==> config.mk <==
export PLATFORM = sky130hd
export DESIGN_NAME = antirebote_multicanal
export DESIGN_NICKNAME = d
export VERILOG_FILES = /design/src/rtl/antirebote_pkg.sv /design/src/rtl/antirebote_canal.sv /design/src/rtl/antirebote_multicanal.sv
export SDC_FILE = /design/constraint.sdc
export NUM_CORES = 1
export LEC_CHECK = 0
export ABC_AREA = 1
export BUFFER_PORTS_ARGS = -buffer_cell sky130_fd_sc_hd__clkbuf_2
export CAP_MARGIN = 20
export CORE_UTILIZATION = 40
export DETAILED_ROUTE_END_ITERATION = 10
export HOLD_SLACK_MARGIN = 0.06
export PLACE_DENSITY = 0.57
export SYNTH_ARGS = -nofsm -noshare
export SYNTH_HDL_FRONTEND = slang
export SYNTH_SLANG_ARGS = --single-unit
==> constraint.sdc <==
create_clock -name clk -period 2.6 [get_ports clk]
set_input_delay 0.52 -clock clk [delete_from_list [all_inputs] [get_ports clk]]
set_output_delay 0.52 -clock clk [all_outputs]
set_load 0.05 [all_outputs]
==> src/rtl/antirebote_pkg.sv <==
// Shared definitions for the multichannel button debouncer: FSM encoding,
// default thresholds and a counter-width helper.
package antirebote_pkg;

  typedef enum logic [1:0] {
    ST_IDLE         = 2'd0,
    ST_PRESS_WAIT   = 2'd1,
    ST_PRESSED      = 2'd2,
    ST_RELEASE_WAIT = 2'd3
  } estado_t;

  localparam int unsigned DEF_COUNT_PRESS   = 50000;
  localparam int unsigned DEF_COUNT_RELEASE = 501;
  localparam int unsigned DEF_LONG_PRESS    = 1000000;

  // Bits needed to hold 0..v; at least one so a zero limit still yields a legal vector.
  function automatic int unsigned cnt_width(input int unsigned v);
    int unsigned w;
    w = $clog2(v + 1);
    return (w == 0) ? 1 : w;
  endfunction

endpackage

==> src/rtl/antirebote_canal.sv <==
// One debounced button channel: 2-flop synchronizer, press/release FSM,
// debounce counter and saturating hold counter with registered pulses.
module antirebote_canal
  import antirebote_pkg::*;
#(
  parameter int unsigned COUNT_PRESS   = DEF_COUNT_PRESS,
  parameter int unsigned COUNT_RELEASE = DEF_COUNT_RELEASE,
  parameter int unsigned LONG_PRESS    = DEF_LONG_PRESS,
  parameter logic        ACTIVE_LOW    = 1'b1
) (
  input  logic clk,
  input  logic reset,
  input  logic i_boton,
  output logic o_boton,
  output logic o_pulso_pres,
  output logic o_pulso_suelta,
  output logic o_pulso_largo
);

  localparam int unsigned CW = cnt_width((COUNT_PRESS > COUNT_RELEASE) ? COUNT_PRESS : COUNT_RELEASE);
  localparam int unsigned HW = cnt_width(LONG_PRESS);
  localparam logic [CW-1:0] CP_LAST = CW'(COUNT_PRESS - 1);
  localparam logic [CW-1:0] CR_LAST = CW'(COUNT_RELEASE - 1);
  localparam logic [HW-1:0] H_MAX   = HW'(LONG_PRESS);
  localparam logic [HW-1:0] H_LAST  = (LONG_PRESS > 0) ? HW'(LONG_PRESS - 1) : '0;
  localparam logic          LONG_EN = (LONG_PRESS > 0);

  logic          r_sync1, r_sync2;
  estado_t       r_estado, w_estado_nx;
  logic [CW-1:0] r_cnt, w_cnt_nx;
  logic [HW-1:0] r_hold, w_hold_nx, w_hold_inc;
  logic          r_out, w_out_nx;
  logic          r_pres, w_pres_nx;
  logic          r_suelta, w_suelta_nx;
  logic          r_largo, w_largo_nx;
  logic          w_a, w_largo_hit;

  assign w_a         = r_sync2 ^ ACTIVE_LOW;
  assign w_hold_inc  = (r_hold != H_MAX) ? r_hold + HW'(1) : r_hold;
  // Saturation makes H_LAST reachable only once per press, so no auto-repeat.
  assign w_largo_hit = LONG_EN && (r_hold == H_LAST);

  always_comb begin
    w_estado_nx = r_estado;
    w_cnt_nx    = r_cnt;
    w_hold_nx   = r_hold;
    w_out_nx    = r_out;
    w_pres_nx   = 1'b0;
    w_suelta_nx = 1'b0;
    w_largo_nx  = 1'b0;
    case (r_estado)
      ST_IDLE: begin
        w_out_nx = 1'b0;
        if (w_a) begin
          w_estado_nx = ST_PRESS_WAIT;
          w_cnt_nx    = '0;
        end
      end
      ST_PRESS_WAIT: begin
        if (!w_a) begin
          w_estado_nx = ST_IDLE;
          w_cnt_nx    = '0;
        end else if (r_cnt == CP_LAST) begin
          w_estado_nx = ST_PRESSED;
          w_hold_nx   = '0;
          w_out_nx    = 1'b1;
          w_pres_nx   = 1'b1;
        end else begin
          w_cnt_nx = r_cnt + CW'(1);
        end
      end
      ST_PRESSED: begin
        if (!w_a) begin
          w_estado_nx = ST_RELEASE_WAIT;
          w_cnt_nx    = '0;
        end else begin
          w_hold_nx  = w_hold_inc;
          w_largo_nx = w_largo_hit;
        end
      end
      ST_RELEASE_WAIT: begin
        if (w_a) begin
          w_estado_nx = ST_PRESSED;
          w_hold_nx   = w_hold_inc;
          w_largo_nx  = w_largo_hit;
        end else if (r_cnt == CR_LAST) begin
          w_estado_nx = ST_IDLE;
          w_hold_nx   = '0;
          w_out_nx    = 1'b0;
          w_suelta_nx = 1'b1;
        end else begin
          w_cnt_nx   = r_cnt + CW'(1);
          w_hold_nx  = w_hold_inc;
          w_largo_nx = w_largo_hit;
        end
      end
      default: w_estado_nx = ST_IDLE;
    endcase
  end

  always_ff @(posedge clk) begin
    if (!reset) begin
      r_sync1  <= ACTIVE_LOW;
      r_sync2  <= ACTIVE_LOW;
      r_estado <= ST_IDLE;
      r_cnt    <= '0;
      r_hold   <= '0;
      r_out    <= 1'b0;
      r_pres   <= 1'b0;
      r_suelta <= 1'b0;
      r_largo  <= 1'b0;
    end else begin
      r_sync1  <= i_boton;
      r_sync2  <= r_sync1;
      r_estado <= w_estado_nx;
      r_cnt    <= w_cnt_nx;
      r_hold   <= w_hold_nx;
      r_out    <= w_out_nx;
      r_pres   <= w_pres_nx;
      r_suelta <= w_suelta_nx;
      r_largo  <= w_largo_nx;
    end
  end

  assign o_boton        = r_out;
  assign o_pulso_pres   = r_pres;
  assign o_pulso_suelta = r_suelta;
  assign o_pulso_largo  = r_largo;

endmodule

==> src/rtl/antirebote_multicanal.sv <==
// Multichannel button debouncer: N_CH independent antirebote_canal instances,
// each given its own polarity bit.
module antirebote_multicanal
  import antirebote_pkg::*;
#(
  parameter int unsigned         N_CH          = 4,
  parameter int unsigned         COUNT_PRESS   = DEF_COUNT_PRESS,
  parameter int unsigned         COUNT_RELEASE = DEF_COUNT_RELEASE,
  parameter int unsigned         LONG_PRESS    = DEF_LONG_PRESS,
  parameter logic [N_CH-1:0]     ACTIVE_LOW    = {N_CH{1'b1}}
) (
  input  logic            clk,
  input  logic            reset,
  input  logic [N_CH-1:0] boton_in,
  output logic [N_CH-1:0] boton_out,
  output logic [N_CH-1:0] pulso_pres,
  output logic [N_CH-1:0] pulso_suelta,
  output logic [N_CH-1:0] pulso_largo
);

  for (genvar g = 0; g < N_CH; g++) begin : g_canal
    antirebote_canal #(
      .COUNT_PRESS   (COUNT_PRESS),
      .COUNT_RELEASE (COUNT_RELEASE),
      .LONG_PRESS    (LONG_PRESS),
      .ACTIVE_LOW    (ACTIVE_LOW[g])
    ) u_canal (
      .clk            (clk),
      .reset          (reset),
      .i_boton        (boton_in[g]),
      .o_boton        (boton_out[g]),
      .o_pulso_pres   (pulso_pres[g]),
      .o_pulso_suelta (pulso_suelta[g]),
      .o_pulso_largo  (pulso_largo[g])
    );
  end

endmodule

== Yosys cells after proc, flatten, opt, wreduce, memory -nomap -nowiden ==
Index checks and enable logic that the tools add are counted.

* Flip-flop bits (word level): 176
* Memories: 0
* Logic and storage cells: 285
* Bits in read-only memories: 0
* Bits in writable memories: 0
* Bits in latches: 0
* Input port bits: 6

* Magnitude comparators: 0
* Div/mod/pow operators: 0
* Mux-type cells: 128
* Multipliers: 0
* Add/sub/neg operators: 8
* Equal/unequal tests: 72
* Shifts and indexed selects: 0
* Bitwise gates (word level): 5
* Reductions and logical operators: 36

{| class="wikitable"
|+ Operators with widths
! kind !! number
|-
| $mux 20 || 24
|-
| $mux 16 || 24
|-
| $pmux 16 s4 || 4
|-
| $pmux 20 s3 || 4
|-
| $add 20x1->20 const B || 4
|-
| $eq 20x20->1 const B || 4
|-
| $ne 20x20->1 const B || 4
|-
| $add 16x1->16 const B || 4
|-
| $eq 16x16->1 const B || 4
|-
| $eq 16x9->1 const B || 4
|-
| $mux 2 || 24
|-
| $reduce_and 5->1 || 8
|-
| $mux 1 || 36
|-
| $ne 2x1->1 const B || 16
|-
| $ne 2x2->1 const B || 16
|-
| $pmux 2 s4 || 4
|-
| $reduce_and 4->1 || 8
|-
| $reduce_bool 3->1 || 8
|-
| $eq 2x2->1 const B || 8
|-
| $ne 3x1->1 const B || 4
|-
| $ne 3x2->1 const B || 4
|-
| $ne 3x3->1 const B || 4
|-
| $pmux 1 s3 || 4
|-
| $reduce_and 3->1 || 4
|-
| 5 further kinds || 21
|}

== Logic depth before layout (Yosys ltp) ==
* Depth in word-level cells: 5
* Gate-level depth with buffers: 12

== Hierarchy ==
A second synthesis with hierarchy kept.

* Cell total of the unflattened synthesis: 1,802
* Area total of the unflattened synthesis: 11,589.9 sq um

{| class="wikitable"
|+ Modules (own cells, without submodules)
! module !! seq. area each (sq um) !! cells each !! area each (sq um) !! times used
|-
| antirebote_canal (g_canal[0].u_canal ...) || 880.8 || 445 || 2,884.0 || 3
|-
| antirebote_canal (g_canal[3].u_canal) || 880.8 || 467 || 2,937.8 || 1
|}

== Worst setup path after synthesis ==
OpenSTA, ideal clock, no wires.

* Path kind: reg2reg
* From: register g_canal[3].u_canal.r_cnt[0]
* To: register g_canal[3].u_canal.r_hold[16]
* Stages on the path, launching flop included: 10
* Slack: 941 ps
* Setup time: 132 ps
* Arrival time: 1,526 ps
* Clock period less this slack: 1,659 ps
* Required time: 2,468 ps
* Path through: dfxtp_1 > ha_1 > nand3_2 > nor2_1 > nand2_1 > o21ai_0 > nand2_2 > buf_2 > nand2_1 > a21oi_1

* Longest elaborated chain between the ends: 4
* Elaborated cells between the ends (all ways): 7
* Classes of those cells: eq/ne: 3; mux: 3; reduce/logical: 1

{| class="wikitable"
|+ RTL lines
! element !! line !! source
|-
| start, declared || antirebote_canal.sv:30 || <nowiki>logic [CW-1:0] r_cnt, w_cnt_nx;</nowiki>
|-
| start signal, assigned || antirebote_canal.sv:116 || <nowiki>r_cnt <= w_cnt_nx;</nowiki>
|-
| $eq 16x9->1 || antirebote_canal.sv:86 || <nowiki>end else if (r_cnt == CR_LAST) begin</nowiki>
|-
| $mux 20 || antirebote_canal.sv:86 ||
|-
| $mux 20 || antirebote_canal.sv:82 || <nowiki>if (w_a) begin</nowiki>
|-
| $pmux 20 s3 || antirebote_canal.sv:51 || <nowiki>case (r_estado)</nowiki>
|-
| end signal, assigned || antirebote_canal.sv:117 || <nowiki>r_hold <= w_hold_nx;</nowiki>
|-
| end, declared || antirebote_canal.sv:31 || <nowiki>logic [HW-1:0] r_hold, w_hold_nx, w_hold_inc;</nowiki>
|}

Parallel ways exist; a longest one is shown, timed or not.
A chain may end at the register's enable or synchronous reset.

== Final worst setup path ==
* From: register g_canal[3].u_canal.r_cnt[0]
* To: register g_canal[3].u_canal.r_hold[0]

The elaborated chain is that of the path after synthesis.

==> results by group <==
Run status
  • Status: finished, final reports clean

Timing
  • Max Clk Rate: 485 MHz
  • Slew @ Worst Pin: 0.553 ns
  • Final Critical Period: 2.06 ns
  • Worst hold slack: 0.272 ns
  • Period utilization: 0.793
  • Setup TNS: 0 ns
  • Worst slew margin: 0.630
  • Max-slew violation count: 0
  • RSZ-0062 raised after global routing: no
  • # setup viols final: 0
  • Worst clock skew: ~0.014 ns
  • Fin. Hold Viols: 0

Logic synthesis
  • Post-synth top flop: dfxtp_1
  • Avg Cell Area, Syn: 6.26 µm²
  • Post-Synthesis Net Count: 1,783
  • Yosys cell types: 44
  • Post-synthesis sequential area ratio: 0.319
  • Number of synthesized flops with an enable pin: 0
  • Ys Warns: 0
  • Cells after Synth: roughly 1,800
  • FFs w/ async S/R, synth: 0
  • #FFs+latches synth: 176
  • Mapped cell area: 0.0110 mm²

Clock tree
  • Clock sinks: 176
  • Clk Latency, worst-skew pair: 0.44 ns
  • CTS tree: built
  • Worst-case clock buffer depth: 2
  • Total CTS buffers: 17
  • Clk slew on worst S/H paths: about 0.070 ns
  • Post-CTS Hold Buffers: 0
  • Postcts setup bufs: 0
  • PostCTS Resize Cnt: 0
  • Maximum level of the CTS H-tree: 4
  • Clock Tree Root: clkbuf_16

Critical path
  • CP Data Required Time: 2.92 ns
  • Startpoint types: register
  • Reg2Reg Depth: 12
  • Reg2reg start: g_canal[3].u_canal.r_cnt[0]$_SDFFE_PN0P_
  • Crit-path max FO: 9
  • Kind of critical path: register to register
  • Crit path from: g_canal[3].u_canal.r_cnt[0]$_SDFFE_PN0P_
  • Setup slack, reg-to-reg: 0.54 ns
  • Setup crit end kind: register
  • CP arrival: 2.38 ns
  • Worst r2r dst: g_canal[3].u_canal.r_hold[0]$_SDFFE_PN0P_

Drt
  • Residual DRC count: 0
  • Initial drt markers: 630
  • Final ANT Viol Nets: 0
  • Vias per inst: 4.97
  • DR WL/cell: approximately 12 µm
  • Vias: 10,500
  • Drt total wl: roughly 26,000 µm
  • Pre-Repair DR Iteration Count: 5

Power and ir drop
  • Psw: 1520 µW
  • Combinational cell fraction of total power: 0.087
  • Internal: about 4500 µW
  • Flop pwr share: 0.458
  • Clock Power Share: 0.455
  • Pwr Density: 507 mW/mm²
  • Leakage: 0.00459 µW
  • Worst vdd ir: between 400 and 500 µV
  • Switching Share: 0.251

Floorplanning
  • Die ar.: 0.0282 mm²
  • Die width: ~170 µm
  • CORE AREA: 0.0270 mm²
  • Initial Util: 0.408
  • Row cnt: 60
  • Ports: 22
  • Die Y: between 150 and 200 µm

Global routing
  • Vias in the first global route: 9,750
  • First-pass GRT wire length: 45,200 µm
  • Pin count of the biggest net entering global routing: 28
  • Total grt overflow: 0
  • All-Layer GR Usage: 0.192
  • Initial antenna violation count: 0

Layout
  • Commonest non-fill, non-tap cell in the layout: nand2_1
  • Post-layout utilization of the core: 0.442
  • Nets@finish: around 1,800
  • Commonest cells after routing, fill and taps aside: nand2_1, nor2_1, inv_1
  • Filler instances: 2,879
  • Layout area overhead: 8.37%
  • Layout cell share with drive strength beyond 1: 0.0890
  • Area of the multi-input gates: 0.00642 mm²
  • Antenna cell count: 0
  • Final Cell Area: 0.0120 mm²
  • Sequential cell area: 0.00352 mm²
  • Layout Cells excl Fill: roughly 2,100

Job
  • Max Cap Viol: 0

Placement
  • Placer Congestion: 0.886
  • Dpl cells: 2,086
  • Post-DP HPWL: 19,000 µm
  • Area after DPL: 0.0113 mm²
  • PortBufs: 21

Worst hold path
  • Min-Delay Startpoint: boton_in[1]
  • Worst hold path class: primary input to register
  • Hold endpoint: g_canal[1].u_canal.r_sync1$_SDFF_PN1_
  • Hold Path Stages: 2
## worst max-delay path by stage
stage,end,slack (ns),cells after the start
2_1_floorplan,g_canal[3].u_canal.r_hold[16]$_SDFFE_PN0P_,0.94,9
3_3_place_gp,g_canal[3].u_canal.r_hold[0]$_SDFFE_PN0P_,0.54,12
3_5_place_dp,g_canal[1].u_canal.r_hold[7]$_SDFFE_PN0P_,0.53,9
4_1_cts,g_canal[3].u_canal.r_hold[0]$_SDFFE_PN0P_,0.50,12
5_1_grt,g_canal[3].u_canal.r_hold[0]$_SDFFE_PN0P_,0.36,12
6_report,g_canal[3].u_canal.r_hold[0]$_SDFFE_PN0P_,0.54,12
## power groups by stage
stage | registers, µW | clock network (µW) | logic, µW
6_report | 2770 | 2760 | 527
4_1_cts | 2770 | 2840 | 533
5_1_grt | 2780 | 2950 | 597
3_3_place_gp | 2830 | 0 | 527
2_1_floorplan | 2820 | 0 | 426
3_5_place_dp | 2830 | 0 | 529
## cells by family after synthesis
family,count (synthesis),share of synthesized area
AOI/OAI and AO/OA,183,0.0951
xor gates and xnor gates,28,0.0222
adders and majority gates,16,0.0182
buffers and inverters,248,0.0983
DFF,176,0.319
and+or+nand+nor,1110,0.447
## state kept, by name, indices dropped and copies added, names as in the netlist, named ones only
register / flops
g_canal.u_canal.o_pulso_suelta: 4
g_canal.u_canal.r_hold: 80
g_canal.u_canal.o_boton: 4
g_canal.u_canal.r_sync2: 4
g_canal.u_canal.r_estado: 4
g_canal.u_canal.r_cnt: 64
g_canal.u_canal.r_sync1: 4
g_canal.u_canal.o_pulso_pres: 4
g_canal.u_canal.o_pulso_largo: 4
## per-layer routing
metal | up-vias | share of wire | global-route usage
li1 | 5655 | - | -
met1 | 4725 | 0.52 | 0.256
met2 | 121 | 0.45 | 0.321
met3 | 19 | 0.025 | 0.0324
met4 | 0 | 0.011 | 0.0475
met5 | - | 0 | 0
## layout make-up
type                            instances  area share
Clock buffer                           22      0.0388
Clock inverter                          9      0.0132
Inverter                              195      0.0613
Multi-Input combinational cell       1337       0.537
Sequential cell                       176       0.295
Tap cell                              341      0.0357
Timing Repair Buffer                   37      0.0188
## critical path, cell delays in order, from the launching register on
cell      delay (ns)
dfxtp_1         0.34
inv_1           0.12
ha_1            0.19
nand2_1         0.06
nor2_1          0.18
nand2_1         0.10
nand2_1         0.09
nand3b_1        0.33
buf_4           0.31
inv_1           0.05
nand2_1         0.07
nand2_1         0.07
nor2_1          0.04
## through the flow
step	setup WS (ns)	total power, µW
2_1_floorplan	0.941	3250
3_3_place_gp	0.540	3360
3_5_place_dp	0.528	3360
4_1_cts	0.503	6150
5_1_grt	0.355	6320
6_report	0.539	6060
## cells in the mapped netlist (11+ instances only)
cell / n / area, µm²
inv_2: 13 / 48.8
a21oi_1: 104 / 521
nand3_1: 141 / 706
inv_1: 182 / 683
xor2_1: 21 / 184
or2_2: 11 / 68.8
buf_4: 18 / 135
o21ai_0: 34 / 170
nand2_2: 18 / 113
buf_2: 14 / 70.1
ha_1: 16 / 200
dfxtp_1: 176 / 3520
clkbuf_1: 11 / 41.3
nor2_2: 12 / 75.1
nand2_1: 485 / 1820
nand4_1: 62 / 388
nor2_1: 301 / 1130
nor3_1: 38 / 190
Power figures use the tool's default switching activity.
